### src/rtl/crc_pkg.sv
// Shared types and defaults for the CRC-8 receive framer and its byte-step helper.
package crc_pkg;

    typedef enum logic [2:0] {
        StIdle,
        StLen,
        StPayload,
        StCheck,
        StDone,
        StErr
    } rx_state_e;

    localparam logic [7:0]  DefaultPoly    = 8'h07;
    localparam logic [7:0]  DefaultCrcInit = 8'h00;
    localparam logic [7:0]  DefaultSofByte = 8'h7E;
    localparam int unsigned DefaultMaxLen  = 16;

    // Length counter must hold every value in 0..max_len.
    function automatic int unsigned len_cnt_width(input int unsigned max_len);
        return $clog2(max_len + 1);
    endfunction

endpackage

### src/rtl/crc8_byte_step.sv
// Combinational CRC-8 update over one byte, MSB-first, non-reflected.
module crc8_byte_step
    import crc_pkg::*;
#(
    parameter logic [7:0] POLY = DefaultPoly
) (
    input  logic [7:0] crc_in,
    input  logic [7:0] byte_in,
    output logic [7:0] crc_out
);

    always_comb begin
        crc_out = crc_in ^ byte_in;
        for (int i = 0; i < 8; i++) begin
            crc_out = crc_out[7] ? ({crc_out[6:0], 1'b0} ^ POLY) : {crc_out[6:0], 1'b0};
        end
    end

endmodule

### src/rtl/crc_frame_rx.sv
// Receive framer: SOF, LEN, payload, CRC byte; forwards payload and reports per-frame status.
// Define CRC_RX_TIMEOUT_EN to abort a frame after TIMEOUT_CYCLES consecutive idle cycles.
module crc_frame_rx
    import crc_pkg::*;
#(
    parameter int unsigned MAX_LEN  = DefaultMaxLen,
    parameter logic [7:0]  SOF_BYTE = DefaultSofByte,
    parameter logic [7:0]  POLY     = DefaultPoly,
    parameter logic [7:0]  CRC_INIT = DefaultCrcInit
`ifdef CRC_RX_TIMEOUT_EN
    , parameter int unsigned TIMEOUT_CYCLES = 64
`endif
) (
    input  logic       clk,
    input  logic       reset,
    input  logic       data_valid,
    input  logic [7:0] data_in,
    output logic       data_ready,
    output logic       payload_valid,
    output logic [7:0] payload_out,
    output logic       frame_done,
    output logic       crc_ok,
    output logic       crc_error,
    output logic       len_error,
    output logic [7:0] calculated_crc,
    output logic [7:0] received_crc
);

    localparam int unsigned CntW = len_cnt_width(MAX_LEN);

    rx_state_e       state_q, state_d;
    logic [CntW-1:0] cnt_q, cnt_d;
    logic [7:0]      crc_q, crc_d;
    logic [7:0]      rcv_q, rcv_d;
    logic            match_q, match_d;
    logic            pv_q, pv_d;
    logic [7:0]      pout_q, pout_d;
    logic [7:0]      crc_step;
    logic            accept;
    logic            len_bad;

    crc8_byte_step #(
        .POLY(POLY)
    ) u_step (
        .crc_in (crc_q),
        .byte_in(data_in),
        .crc_out(crc_step)
    );

    assign data_ready = (state_q != StDone) && (state_q != StErr);
    assign accept     = data_valid && data_ready;
    assign len_bad    = (data_in == 8'd0) || (32'(data_in) > MAX_LEN);

`ifdef CRC_RX_TIMEOUT_EN
    localparam int unsigned IdleW = $clog2(TIMEOUT_CYCLES + 1);

    logic [IdleW-1:0] idle_q, idle_d;
    logic             in_frame;
    logic             timeout;

    assign in_frame = (state_q == StLen) || (state_q == StPayload) || (state_q == StCheck);
    assign idle_d   = (in_frame && !data_valid) ? idle_q + IdleW'(1) : '0;
    assign timeout  = in_frame && !data_valid && (idle_q == IdleW'(TIMEOUT_CYCLES - 1));

    always_ff @(posedge clk) begin
        if (!reset) begin
            idle_q <= '0;
        end else begin
            idle_q <= idle_d;
        end
    end
`endif

    always_comb begin
        state_d = state_q;
        cnt_d   = cnt_q;
        crc_d   = crc_q;
        rcv_d   = rcv_q;
        match_d = match_q;
        pv_d    = 1'b0;
        pout_d  = pout_q;
        unique case (state_q)
            StIdle: begin
                // Hunt mode: anything but SOF is dropped.
                if (accept && (data_in == SOF_BYTE)) begin
                    state_d = StLen;
                    crc_d   = CRC_INIT;
                end
            end
            StLen: begin
                if (accept) begin
                    crc_d   = crc_step;
                    cnt_d   = CntW'(data_in);
                    state_d = len_bad ? StErr : StPayload;
                end
            end
            StPayload: begin
                if (accept) begin
                    crc_d  = crc_step;
                    pv_d   = 1'b1;
                    pout_d = data_in;
                    cnt_d  = cnt_q - CntW'(1);
                    if (cnt_q == CntW'(1)) begin
                        state_d = StCheck;
                    end
                end
            end
            StCheck: begin
                if (accept) begin
                    rcv_d   = data_in;
                    match_d = (data_in == crc_q);
                    state_d = StDone;
                end
            end
            StDone, StErr: state_d = StIdle;
            default:       state_d = StIdle;
        endcase
`ifdef CRC_RX_TIMEOUT_EN
        if (timeout) begin
            state_d = StErr;
        end
`endif
    end

    always_ff @(posedge clk) begin
        if (!reset) begin
            state_q <= StIdle;
            cnt_q   <= '0;
            crc_q   <= CRC_INIT;
            rcv_q   <= 8'h00;
            match_q <= 1'b0;
            pv_q    <= 1'b0;
            pout_q  <= 8'h00;
        end else begin
            state_q <= state_d;
            cnt_q   <= cnt_d;
            crc_q   <= crc_d;
            rcv_q   <= rcv_d;
            match_q <= match_d;
            pv_q    <= pv_d;
            pout_q  <= pout_d;
        end
    end

    assign payload_valid  = pv_q;
    assign payload_out    = pout_q;
    assign frame_done     = (state_q == StDone) || (state_q == StErr);
    assign crc_ok         = (state_q == StDone) && match_q;
    assign crc_error      = (state_q == StDone) && !match_q;
    assign len_error      = (state_q == StErr);
    assign calculated_crc = crc_q;
    assign received_crc   = rcv_q;

endmodule

### config.mk
export PLATFORM = sky130hd
export DESIGN_NAME = crc_frame_rx
export DESIGN_NICKNAME = d
export VERILOG_FILES = /design/src/rtl/crc_pkg.sv /design/src/rtl/crc8_byte_step.sv /design/src/rtl/crc_frame_rx.sv
export SDC_FILE = /design/constraint.sdc
export NUM_CORES = 1
export LEC_CHECK = 0
export CELL_PAD_IN_SITES_DETAIL_PLACEMENT = 2
export CELL_PAD_IN_SITES_GLOBAL_PLACEMENT = 2
export CORE_ASPECT_RATIO = 1.5
export CORE_MARGIN = 10
export CORE_UTILIZATION = 29
export DETAILED_ROUTE_END_ITERATION = 10
export PLACE_DENSITY_LB_ADDON = 0.1
export SLEW_MARGIN = 5
export SYNTH_ARGS = -nofsm -noshare
export SYNTH_HDL_FRONTEND = slang
export SYNTH_SLANG_ARGS = --single-unit
### constraint.sdc
create_clock -name clk -period 2.85 [get_ports clk]
set_input_delay 0.855 -clock clk [delete_from_list [all_inputs] [get_ports clk]]
set_output_delay 0.855 -clock clk [all_outputs]
set_load 0.02 [all_outputs]
== Word-level counts from Yosys, hierarchy flattened ==
Cells that the tools add are included.

* Bits in registers: 34
* Logic and storage cells: 75

* Bitwise logic cells: 9
* $add $sub $neg: 1
* Muxes and demuxes: 22
* Order comparisons: 1
* Reduce and logical (&&, ||, !) cells: 19
* Eq/ne operators: 16

{| class="wikitable"
|+ Operators by type and width
! kind !! count
|-
| 2-to-1 mux 3 bit || 14
|-
| inverter 3 bit || 8
|-
| 2-to-1 mux 8 bit || 2
|-
| case mux 8 bit (2 select lines) || 1
|-
| case mux 3 bit (4 select lines) || 1
|-
| 2-to-1 mux 5 bit || 2
|-
| != test 2 bit (second input constant) || 5
|-
| case mux 5 bit (2 select lines) || 1
|-
| == test 8 x 7 -> 1 bit (second input constant) || 1
|-
| == test 8 bit || 1
|-
| > comparator 8 x 5 -> 1 bit (second input constant) || 1
|-
| zero test 8 bit || 1
|-
| bitwise XOR 8 bit || 1
|-
| == test 3 x 2 -> 1 bit (second input constant) || 2
|-
| == test 3 bit (second input constant) || 2
|-
| != test 3 bit (second input constant) || 2
|-
| AND reduction 2 bit || 3
|-
| AND reduction 3 bit || 2
|-
| == test 5 x 1 -> 1 bit (second input constant) || 1
|-
| logical AND 1 bit || 5
|-
| AND reduction 5 bit || 1
|-
| subtractor 5 x 1 -> 5 bit (second input constant) || 1
|-
| nonzero test 2 bit || 2
|-
| == test 3 x 1 -> 1 bit (second input constant) || 1
|-
| other kinds (6) || 7
|}

== Logic depth before layout (Yosys ltp) ==
* Word-level depth: 19
* Gate-level depth with buffers: 7

== Modules after synthesis ==
From an unflattened synthesis, not the netlist that was laid out.

* Cell total of the unflattened synthesis: 218
* Area, all modules: 1,885.6 um^2

{| class="wikitable"
|+ By module, submodules not included
! module !! area each (um^2) !! times used !! cells an instance !! seq. area each (um^2)
|-
| crc_frame_rx || 1,679.1 || 1 || 197 || 680.7
|-
| crc8_byte_step || 206.4 || 1 || 21 || 0.0
|}

== Worst setup path before layout ==
No wires, ideal clock.

* Path kind: reg2out
* Start: register state_q[1]
* End: output crc_ok
* Arrival time: 1,374 ps
* Setup slack: 621 ps
* Data required time: 1,995 ps
* Path buffers: 1
* Stages on the path, launching flop included: 4
* Cell sequence: dfxtp_1 > clkbuf_1 > nand2b_1 > nor3b_1

* Word-level cells in the longest chain between the ends: 2

{| class="wikitable"
|+ Ends and longest elaborated chain
! item !! line !! text
|-
| start: declaration || crc_frame_rx.sv:31 || <nowiki>rx_state_e state_q, state_d;</nowiki>
|-
| start signal: assignment || crc_frame_rx.sv:127 || <nowiki>state_q <= StIdle;</nowiki>
|-
| start signal: assignment || crc_frame_rx.sv:135 || <nowiki>state_q <= state_d;</nowiki>
|-
| == test 3 bit || crc_frame_rx.sv:148 || <nowiki>assign crc_ok = (state_q == StDone) && match_q;</nowiki>
|-
| logical AND 1 bit || crc_frame_rx.sv:148 ||
|-
| end: declaration || crc_frame_rx.sv:22 || <nowiki>output logic crc_ok,</nowiki>
|}

Every way passes these cells.

== Worst setup path after layout ==
* Start: register state_q[2]
* End: output crc_ok

Same word-level chain as after synthesis.

==> results.json <==
{
  "wl_met1_um": 2480,
  "grtUsageTotal": 0.130,
  "synth_top_area_frac": 0.380,
  "async_reset_ff_frac": 0,
  "yosys-top-cells-area": "dfxtp_1 (38%), nand2_1 (9.4%), a21oi_1 (7.5%), xnor2_2 (4.5%), nor2_1 (3.6%)",
  "dieArea_um2": 9790,
  "ios": 41,
  "cts.repair.resized": 0,
  "yosys_register_bits": 34,
  "wl_per_cell_um": 18.0,
  "p_per_area_nw_per_um2": 433,
  "clock_latency_ps": 290,
  "yosys_warnings": 0,
  "synth_area_um2": 1790,
  "slowest_stage": "clkdlybuf4s50_1",
  "drtIter0Drc": 72,
  "grt-ovfl-total": 0,
  "antenna-diode-count": 0,
  "met3_length_um": 241,
  "finalSetupViolations": 0,
  "fin_setup_tns_ps": 0,
  "crit_arrival_ps": 1840,
  "critical_path.top_delay_family": "buffers and inverters",
  "top_layer": "met4",
  "tritoncts": "built",
  "grt_start_max_net_pins": 23,
  "final_layout_size_suffix_gt1_frac": 0.101,
  "clockBufferDepth": 2,
  "fmax_mhz": 372,
  "ant_nets": 0,
  "status": "finished, final reports clean",
  "wl_met2_um": 3370,
  "p_leak_uw": 0.000870,
  "fillers": 701,
  "required_ps": 2000,
  "vdd_ir_drop_max_mv": 0.202,
  "crit_path_max_incr_delay_ps": 640,
  "grt_pass1_wl_um": 10300,
  "grt_pass1_vias": 1987,
  "cp-start-kind": "flip-flop",
  "place_hpwl_um": 4690,
  "synth_cell_types": 41,
  "path_clk_slew_ps": 70,
  "hold_class": "flip-flop to flip-flop",
  "initial_core_util": 0.295,
  "cts_hold_buf": 0,
  "slew_headroom": 0.658,
  "grt_setup_unrepaired": "no",
  "die-width_um": 84.2,
  "rows": 35,
  "htree_levels": 2,
  "synthCells": 221,
  "worstMarginPinSlew_ps": 514,
  "worstPathMaxFanout": 8,
  "drcViolationCount": 0,
  "endpoint_kind": "primary output",
  "min_period_ps": 2690,
  "grt_antenna_before_repair": 0,
  "drv_slew": 0,
  "synth-seq-area-share": 0.380,
  "cts_made_buffers": 5,
  "crit_chain": "nand2b_1 > nor3b_1 > clkdlybuf4s50_1",
  "cts_setup_buffers": 0,
  "layout.nets": 283,
  "hold_viol": 0,
  "finalClockSkew_ps": 7.93,
  "holdWs_ps": 456,
  "cap_violations": 0,
  "synth.net_count": 237,
  "synth_edf_count": 0,
  "syn_to_final_growth_pct": 35.2,
  "drtPass1Iterations": 4,
  "numClockSinks": 34,
  "gp_congestion": 0.805,
  "path_buf_inv": 1,
  "drt-vias-per-instance": 5.07,
  "routed_wl_um": 6150,
  "finalCritPeriodShare": 0.944,
  "path_class": "flip-flop to primary output",
  "vias": 1728,
  "fp.coreArea_um2": 6090,
  "synth-main-ff-cell": "dfxtp_1",
  "syn_area_per_cell_um2": 8.11,
  "die_h_um": 116,
  "clock_tree.root_cell": "clkbuf_8",
  "port_buffers": 40,
  "yosys.area.top_type": "dfxtp_1"
}
[where the power goes]
group | switching (uW) | internal, uW
sequential | 0.282 | 475
clock | 188 | 280
combinational | 57.5 | 48.5
total | 246 | 803
[per-stage QoR]
step / util / instances / setup WS (ps) / power, uW / instance area (um2)
CTS: 0.398 / 341 / 117 / 1070 / 2420
global placement: 0.380 / 334 / 229 / 592 / 2310
global route: 0.398 / 341 / 5.32 / 1090 / 2420
finish: 0.398 / 341 / 160 / 1050 / 2420
detailed placement: 0.380 / 334 / 207 / 593 / 2310
floorplan: - / 221 / 621 / 547 / 1790
[cell usage after synthesis, types with 2 or more instances]
master,number
or3_1,2
nand2b_1,2
xnor2_1,7
nor2b_1,2
nor2_1,17
and2_1,3
nand3_1,2
xnor2_2,5
buf_2,4
nand4b_1,2
inv_1,5
nand3b_1,2
ha_1,5
a21oi_1,27
xor2_1,7
nand2_1,45
nor4_1,2
a211oi_1,2
dfxtp_1,34
and3_1,2
o21ai_1,3
clkbuf_1,6
o21ai_0,12
nand4_1,2
nor3_1,5
[worst reg2reg max path, cell delays in order (launching register included)]
cell	delay, ps
dfxtp_1	340
buf_4	190
nor3b_2	450
nand2_1	360
o22ai_1	270
a21oi_1	60
nor2_1	80
[flip-flops by register name, indices dropped and copies added (netlist names)]
name            cells
cnt_q               5
payload_out         8
payload_valid       1
state_q             3
calculated_crc      8
received_crc        8
match_q             1
[final timing paths]
| path | endpoint | depth (start not counted) | slack (ps) | startpoint |
|---|---|---|---|---|
| setup / recovery | crc_ok | 3 | 160 | state_q[2]$_SDFFE_PN0P_ |
| hold / removal | received_crc[4]$_SDFFE_PN0P_ | 2 | 460 | received_crc[4]$_SDFFE_PN0P_ |
| setup reg to reg | cnt_q[0]$_SDFFE_PN0P_ | 6 | 1040 | state_q[0]$_SDFFE_PN0P_ |
| hold reg to reg | received_crc[4]$_SDFFE_PN0P_ | 2 | 460 | received_crc[4]$_SDFFE_PN0P_ |
[placed cells by master (no fill, tap or decap), types with 6 or more instances in the layout]
cell	n
clkdlybuf4s50_1	40
o21ai_0	12
nand2_1	45
xor2_1	7
xnor2_1	7
a21oi_1	27
dfxtp_1	34
buf_4	10
nor2_1	17
clkbuf_8	6
[cell families (layout without fill, tap and decap cells)]
| group | count (synthesis) | count (layout) | share of synthesized area |
|---|---|---|---|
| DFF | 34 | 34 | 0.380 |
| xor gates and xnor gates | 21 | 21 | 0.141 |
| AOI/OAI and AO/OA | 50 | 50 | 0.151 |
| muxes | 1 | 1 | 0.00558 |
| adders and majority gates | 5 | 5 | 0.0349 |
| buffers and inverters | 17 | 63 | 0.0405 |
| and+or+nand+nor | 93 | 93 | 0.247 |
[per-layer routing]
layer	vias to the layer above	track usage
li1	834	-
met1	868	0.137
met2	22	0.243
met3	4	0.0335
met4	0	0.0403
met5	-	0
[final cells by class]
class | instances | area, um2 | area share
well taps | 74 | 92.6 | 0.0382
multi-input cells | 170 | 1040 | 0.429
clock buffers | 6 | 82.6 | 0.0341
repair buffers | 50 | 475 | 0.196
clock inverters | 1 | 30.0 | 0.0124
flip-flops and latches | 34 | 681 | 0.281
inverters | 6 | 22.5 | 0.00929
(Power assumes the default switching activity.)
